### src/rtl/demux_striping_n_if.sv
// Handshake bundle for demux_striping_n: one input word stream, LANES output lanes.
// master = source/consumer side, slave = the demux itself.
interface demux_striping_n_if #(
    parameter int unsigned DATA_W = 32,
    parameter int unsigned LANES  = 4
);
    logic [DATA_W-1:0]       data_in;
    logic                    valid_in;
    logic                    ready_in;
    logic [LANES*DATA_W-1:0] data_out;
    logic [LANES-1:0]        valid_out;
    logic [LANES-1:0]        ready_out;

    modport master (
        output data_in, valid_in, ready_out,
        input  ready_in, data_out, valid_out
    );

    modport slave (
        input  data_in, valid_in, ready_out,
        output ready_in, data_out, valid_out
    );
endinterface

### src/rtl/demux_striping_n.sv
// Round-robin striping demux: accepted words go to lane_sel's FWFT FIFO, then lane_sel advances.
// Optional accepted-word counter on port word_count when DEMUX_STRIPE_COUNT_EN is defined.
module demux_striping_n #(
    parameter int unsigned DATA_W = 32,
    parameter int unsigned LANES  = 4,
    parameter int unsigned DEPTH  = 4
) (
    input  logic                       clk_2f,
    input  logic                       reset,
    input  logic                       resync,
    demux_striping_n_if.slave          bus,
    output logic [$clog2(LANES)-1:0]   lane_sel
`ifdef DEMUX_STRIPE_COUNT_EN
    ,
    output logic [15:0]                word_count
`endif
);
    localparam int unsigned LW = $clog2(LANES);
    localparam int unsigned AW = $clog2(DEPTH);

    logic [LANES-1:0]        full;
    logic [LANES-1:0]        empty;
    logic [LANES-1:0]        push;
    logic [LANES-1:0]        pop;
    logic [LANES*DATA_W-1:0] data_out_w;
    logic                    ready_in_w;
    logic                    accept;

    // Head-of-line: only the selected lane's fullness gates the input.
    assign ready_in_w    = !full[lane_sel];
    assign accept        = bus.valid_in && ready_in_w;
    assign bus.ready_in  = ready_in_w;
    assign bus.data_out  = data_out_w;
    assign bus.valid_out = ~empty;

    for (genvar g = 0; g < LANES; g++) begin : g_lane
        logic [DATA_W-1:0] mem [DEPTH];
        logic [AW:0]       wr_ptr;
        logic [AW:0]       rd_ptr;

        assign empty[g] = (wr_ptr == rd_ptr);
        assign full[g]  = (wr_ptr[AW] != rd_ptr[AW]) &&
                          (wr_ptr[AW-1:0] == rd_ptr[AW-1:0]);
        assign push[g]  = accept && (lane_sel == LW'(g));
        assign pop[g]   = !empty[g] && bus.ready_out[g];
        assign data_out_w[g*DATA_W +: DATA_W] = mem[rd_ptr[AW-1:0]];

        always_ff @(posedge clk_2f or posedge reset) begin
            if (reset) begin
                wr_ptr <= '0;
                rd_ptr <= '0;
                for (int unsigned k = 0; k < DEPTH; k++) begin
                    mem[k] <= '0;
                end
            end else begin
                if (push[g]) begin
                    mem[wr_ptr[AW-1:0]] <= bus.data_in;
                    wr_ptr              <= wr_ptr + 1'b1;
                end
                if (pop[g]) begin
                    rd_ptr <= rd_ptr + 1'b1;
                end
            end
        end
    end

    // resync wins over the advance; the word of that cycle already went to the old lane.
    always_ff @(posedge clk_2f or posedge reset) begin
        if (reset) begin
            lane_sel <= '0;
        end else if (resync) begin
            lane_sel <= '0;
        end else if (accept) begin
            if (lane_sel == LW'(LANES - 1)) begin
                lane_sel <= '0;
            end else begin
                lane_sel <= lane_sel + 1'b1;
            end
        end
    end

`ifdef DEMUX_STRIPE_COUNT_EN
    always_ff @(posedge clk_2f or posedge reset) begin
        if (reset) begin
            word_count <= '0;
        end else if (accept) begin
            word_count <= word_count + 1'b1;
        end
    end
`endif
endmodule

### src/flat_wrapper.sv
// flat-port wrapper written by rule: the top's interface ports become plain ports
module demux_striping_n_flat 
#(
    parameter int unsigned DATA_W = 32,
    parameter int unsigned LANES  = 4,
    parameter int unsigned DEPTH  = 4
)
  (clk_2f, reset, resync, lane_sel, bus_data_in, bus_valid_in, bus_ready_out, bus_ready_in, bus_data_out, bus_valid_out);
  demux_striping_n_if #(.DATA_W(DATA_W), .LANES(LANES)) bus_i ();
  input  logic clk_2f;
  input  logic reset;
  input  logic resync;
  output logic [$clog2(LANES)-1:0] lane_sel;
  input wire logic [$bits(bus_i.data_in)-1:0] bus_data_in;
  input wire logic [$bits(bus_i.valid_in)-1:0] bus_valid_in;
  input wire logic [$bits(bus_i.ready_out)-1:0] bus_ready_out;
  output wire logic [$bits(bus_i.ready_in)-1:0] bus_ready_in;
  output wire logic [$bits(bus_i.data_out)-1:0] bus_data_out;
  output wire logic [$bits(bus_i.valid_out)-1:0] bus_valid_out;
  assign bus_i.data_in = bus_data_in;
  assign bus_i.valid_in = bus_valid_in;
  assign bus_i.ready_out = bus_ready_out;
  assign bus_ready_in = bus_i.ready_in;
  assign bus_data_out = bus_i.data_out;
  assign bus_valid_out = bus_i.valid_out;
  demux_striping_n #(.DATA_W(DATA_W), .LANES(LANES), .DEPTH(DEPTH)) u_core (.clk_2f(clk_2f), .reset(reset), .resync(resync), .bus(bus_i), .lane_sel(lane_sel));
endmodule
### config.mk
export PLATFORM = sky130hd
export DESIGN_NAME = demux_striping_n_flat
export DESIGN_NICKNAME = d
export VERILOG_FILES = /design/src/rtl/demux_striping_n_if.sv /design/src/rtl/demux_striping_n.sv /design/src/flat_wrapper.sv
export SDC_FILE = /design/constraint.sdc
export NUM_CORES = 1
export LEC_CHECK = 0
export CAP_MARGIN = 20
export CORE_MARGIN = 2
export CORE_UTILIZATION = 35
export DETAILED_ROUTE_END_ITERATION = 8
export DONT_BUFFER_PORTS = 1
export SETUP_SLACK_MARGIN = 0.1
export SLEW_MARGIN = 20
export SYNTH_ARGS = -nofsm -noshare
export SYNTH_HDL_FRONTEND = slang
export SYNTH_SLANG_ARGS = --single-unit
### constraint.sdc
create_clock -name clk_2f -period 22.3 [get_ports clk_2f]
set_input_delay 4.46 -clock clk_2f [delete_from_list [all_inputs] [get_ports clk_2f]]
set_output_delay 4.46 -clock clk_2f [all_outputs]
set_load 0.02 [all_outputs]
**Word level (Yosys, flattened, before mapping)**

Index checks and enable logic that the tools add are counted.

- Flip-flop bits (word level): 538
- Word-level logic and storage cells: 124

- Add/sub/neg operators: 9
- Order comparisons: 13
- Eq/ne operators: 15
- Muxes and demuxes: 29
- Bitwise gates (word level): 9
- Reduce and logical (&&, ||, !) cells: 24

Operators with widths:

| operator | number |
|---|---|
| bitwise mux 128 bit | 4 |
| 2-to-1 mux 32 bit | 12 |
| binary-select mux 32 bit (select 2 bit) | 4 |
| demux 32 bit (select 2 bit) | 4 |
| adder 3 x 1 -> 3 bit (second input constant) | 8 |
| >= comparator 3 bit (second input constant) | 8 |
| NOT 2 -> 3 bit | 8 |
| logical AND 1 bit | 17 |
| equality test 3 bit | 4 |
| < comparator 3 x 1 -> 1 bit (second input constant) | 4 |
| equality test 2 bit | 4 |
| 2-to-1 mux 2 bit | 3 |
| zero test 1 bit | 5 |
| equality test 2 bit (second input constant) | 2 |
| != test 1 bit | 4 |
| NOT 4 bit | 1 |
| < comparator 2 x 3 -> 1 bit (second input constant) | 1 |
| adder 2 x 1 -> 2 bit (second input constant) | 1 |
| binary-select mux 1 bit (select 2 bit) | 1 |
| equality test 2 x 1 -> 1 bit (second input constant) | 1 |
| zero test 2 bit | 1 |
| nonzero test 2 bit | 1 |
| 2-to-1 mux 1 bit | 1 |

**Longest topological paths before layout**

- Word-level depth: 8
- Depth in mapped cells: 9
- Gate-level depth less buffers: 6

**Worst setup path before layout**

Ideal clock, no wire load.

- Path kind: reg2out
- Start point: register u_core.g_lane[0].rd_ptr[0]
- End point: output bus_data_out[0]
- Data arrival time: 1.703 ns
- Required time: 17.840 ns
- Slack: 16.137 ns
- Stages on the path, launching flop included: 4
- Path buffers: 2
- Path through: dfrtp_1 > buf_2 > buf_1 > mux4_2

- Word-level cells in the longest chain between the ends: 4

Ends and longest elaborated chain:

| item | RTL line | RTL |
|---|---|---|
| from (decl) | demux_striping_n.sv:39 | `logic [AW:0] rd_ptr;` |
| from (signal assigned) | demux_striping_n.sv:61 | `rd_ptr <= rd_ptr + 1'b1;` |
| NOT 2 -> 3 bit (implied by the code) | demux_striping_n.sv:46 | `assign data_out_w[g*DATA_W +: DATA_W] = mem[rd_ptr[AW-1:0]];` |
| binary-select mux 32 bit (select 2 bit) | demux_striping_n.sv:46 |  |
| 2-to-1 mux 32 bit (implied by the code) (2 in series) | demux_striping_n.sv:46 |  |
| to (decl) | flat_wrapper.sv:18 | `output wire logic [$bits(bus_i.data_out)-1:0] bus_data_out;` |

Every way passes these cells. The select of a mux whose other input is x is not followed.

**Final worst setup path**

- Start point: register u_core.g_lane[3].rd_ptr[0]
- End point: output bus_ready_in

- Word-level cells in the longest chain between the ends: 5

Ends and longest elaborated chain:

| item | RTL line | RTL |
|---|---|---|
| from (decl) | demux_striping_n.sv:39 |  |
| from (signal assigned) | demux_striping_n.sv:61 |  |
| equality test 2 bit | demux_striping_n.sv:43 | `(wr_ptr[AW-1:0] == rd_ptr[AW-1:0]);` |
| logical AND 1 bit | demux_striping_n.sv:42 | `assign full[g] = (wr_ptr[AW] != rd_ptr[AW]) &&` |
| binary-select mux 1 bit (select 2 bit) | demux_striping_n.sv:30 | `assign ready_in_w = !full[lane_sel];` |
| 2-to-1 mux 1 bit (implied by the code) | demux_striping_n.sv:30 |  |
| zero test 1 bit | demux_striping_n.sv:30 |  |
| to (decl) | flat_wrapper.sv:17 | `output wire logic [$bits(bus_i.ready_in)-1:0] bus_ready_in;` |

Every way passes these cells. The select of a mux whose other input is x is not followed.

==> results.md <==
* Outcome: finished clean
* DRT antenna net count at 0
* Share of post-route cells with drive strength above 1 at 0.525
* RR Startpoint: u_core.g_lane[0].rd_ptr[1]
* Placer Congestion at 0.744
* Slew @ Worst Pin at 987 ps
* Filler Cells Inserted at 6251
* Synth area leader: dfrtp_1
* Flops & latches, synth at roughly 540
* Avg Cell Area, Syn at 17.0 um^2
* CP startpoint kind: flip-flop
* Initial Utilization at 0.353
* Total grt overflow at 0
* Synth async-reset ratio at 1.00
* Top cells by area, synth: dfrtp_1 (56%), mux2_2 (20%), mux4_2 (12%), mux2_4 (3.7%), mux2_1 (1.8%)
* Slew Limit Fails at 0
* Register area share after synthesis at 0.556
* P&R area growth vs syn at 10.9%
* Largest net degree at the start of global routing at 106
* Slew HR at 0.342
* Setup tns final at 0 ps
* Top cell type's share of synthesized area at 0.556
* # Max-Cap Violations at 0
* CTS tree: done
* Total Wirelength at 55600 um
* Crit path to: bus_ready_in
* Setup bufs post-CTS at 0
* PD cells at between 100 and 150 mW/mm^2
* Die height at 267 um
* Sw Share at 0.342
* Pre-antenna DRT Iters at 4
* Endpoints failing setup at 0
* Crit. Startpoint: u_core.g_lane[3].rd_ptr[0]
* Most common cell after layout, fill and taps aside: dfrtp_1
* Final period util at 0.325
* Worst Setup Path Type: reg2out
* Post-synth cell types at 37
* Data required, critical path at ~18000 ps
* 1st-iter DRT viols at roughly 730
* Fmax at between 0.1 and 0.15 GHz
* DRC violations left at 0
* Worst-Skew Late Latency at 610 ps
* NetSw at ~1.4 mW
* Global-route wire length before repair at 85600 um
* R2R depth at 7
* R2R Setup Slk at about 19000 ps
* Worst hold-check path type: reg2reg
* Sequential power share at 0.401
* Worst slack, placed at 15380 ps
* Pint at 2.62 mW
* Gate power share at 0.360
* Drt via density at roughly 5
* Leak at approximately 12 nW
* Post-layout min period at 7240 ps
* Final Net Count at around 1500
* Mapped Cells at between 1000 and 1500
* Clock Power Share at 0.239
* FF-to-FF End: u_core.g_lane[3].mem[35]
* Clk root buf: clkbuf_16
* TritonCTS Buffers at 57
* Final Power at between 3 and 4 mW
* Syn nets at 1486
* Post-DP HPWL at 35600 um
* I/O pin count at about 180
* Antenna cells at 0
* H-tree depth at 2
* Tot GR Track Use at 0.159
* Most frequent cells in the layout: dfrtp_1 (532), mux2_2 (421), mux4_2 (128)
* Row count at 96
* Worst Setup End Kind: primary output
* RSZ-0062 raised after global routing: false
* Clock Sinks at 538
* Final Hold Fails at 0
* Vias at roughly 12000
* Post_cts resized at 0
* Clk slew on worst S/H paths at roughly 60 ps
* Synth Flop Type: dfrtp_1
* VDD IR max at 0.0659 mV
* Min setup slack post-route at 15060 ps
* Yosys warns at 0
* Initial antenna violation count at 1
* CTS Hold Bufs at 0
* Clock Tree Buf Depth at 3
* Core Region at between 0.06 and 0.07 mm^2
* Die area at between 0.07 and 0.08 mm^2
* Skew final at 24.6 ps
* Post-synth EDFFs at 0
* Crit path max fanout at 26
* Mapped Area at 0.0242 mm^2
* Vias in the first global route at roughly 13000
* Die X at 267 um
* Wirelength per Cell at 23.5 um
* WP data arrival at 2780 ps
* IO buf count at 0
final cells by class:
| type | count | area, um^2 | share of cell area |
|---|---|---|---|
| Inverter | 13 | 56.3 | 0.00210 |
| Clock inverter | 21 | 243 | 0.00904 |
| Multi-Input combinational cell | 752 | 10100 | 0.375 |
| Sequential cell | 538 | 13500 | 0.501 |
| Tap cell | 931 | 1160 | 0.0434 |
| Timing Repair Buffer | 28 | 234 | 0.00871 |
| Clock buffer | 81 | 1630 | 0.0606 |
cell families (layout without fill, tap and decap cells):
| logic type | after synthesis | in the layout | share of synthesized area |
|---|---|---|---|
| AOI/OAI and AO/OA | 20 | 20 | 0.0123 |
| xor gates and xnor gates | 28 | 28 | 0.0101 |
| adders and majority gates | 24 | 24 | 0.0124 |
| buffers and inverters | 132 | 143 | 0.0311 |
| DFF | 538 | 538 | 0.556 |
| muxes | 647 | 647 | 0.370 |
| and+or+nand+nor | 33 | 33 | 0.00863 |
cells in the mapped netlist (all sizes together), types with 2 or more instances:
cell type  instances
mux2             519
nor2               4
buf               70
nand2              8
and2               3
a21oi              2
xnor2             22
clkbuf            49
mux4             128
nand3              7
inv               13
and3               2
nand3b             3
dfrtp            538
o211ai             4
o2111ai            8
nor3b              4
xor2               6
ha                24
worst max-delay path, stage by stage (launching register included):
cell and delay (ps):
dfrtp_2 560, buf_4 550, xnor2_1 240, nand4_1 220
a2bb2oi_4 400, inv_2 210
through the flow:
stage	instance area, um^2	utilization	hold slack (ps)	instances
6_report	26900	0.392	486	2364
5_1_grt	26900	0.392	502	2364
4_1_cts	26800	0.391	491	2363
3_5_place_dp	25000	0.364	478	2261
3_3_place_gp	25000	0.364	468	2261
2_1_floorplan	24200	-	459	1422
how the worst min path moves through the flow:
stage	startpoint	endpoint	slack (ps)	depth (start not counted)
finish	u_core.g_lane[2].mem[22]	u_core.g_lane[2].mem[22]	490	1
detailed placement	u_core.g_lane[2].mem[22]	u_core.g_lane[2].mem[22]	480	1
CTS	u_core.g_lane[2].mem[22]	u_core.g_lane[2].mem[22]	490	1
floorplan	u_core.g_lane[2].mem[0]	u_core.g_lane[2].mem[0]	460	1
global placement	u_core.g_lane[2].mem[26]	u_core.g_lane[2].mem[26]	470	1
global route	u_core.g_lane[2].mem[0]	u_core.g_lane[2].mem[0]	500	1
state kept, by name (all words and copies together), names as in the netlist:
signal,flops
u_core.g_lane.mem,512
u_core.g_lane.rd_ptr,12
u_core.g_lane.wr_ptr,12
u_core.lane_sel,2
power groups by stage:
stage                     clock network (mW)  registers [mW]  logic [mW]
final                                  0.949            1.59        1.43
after floorplan                            0            1.51        1.25
after global placement                     0            1.58        1.45
after detailed placement                   0            1.61        1.48
after CTS                              0.977            1.59        1.48
after global routing                    1.02            1.64        1.54
routing by layer:
layer / track usage / vias to the layer above / routed length, um
li1: - / 5191 / -
met1: 0.197 / 6612 / 22900
met2: 0.276 / 209 / 28400
met3: 0.0410 / 68 / 3160
met4: 0.0416 / 2 / 1070
met5: 0 / - / 13
Power figures use the tool's default switching activity.
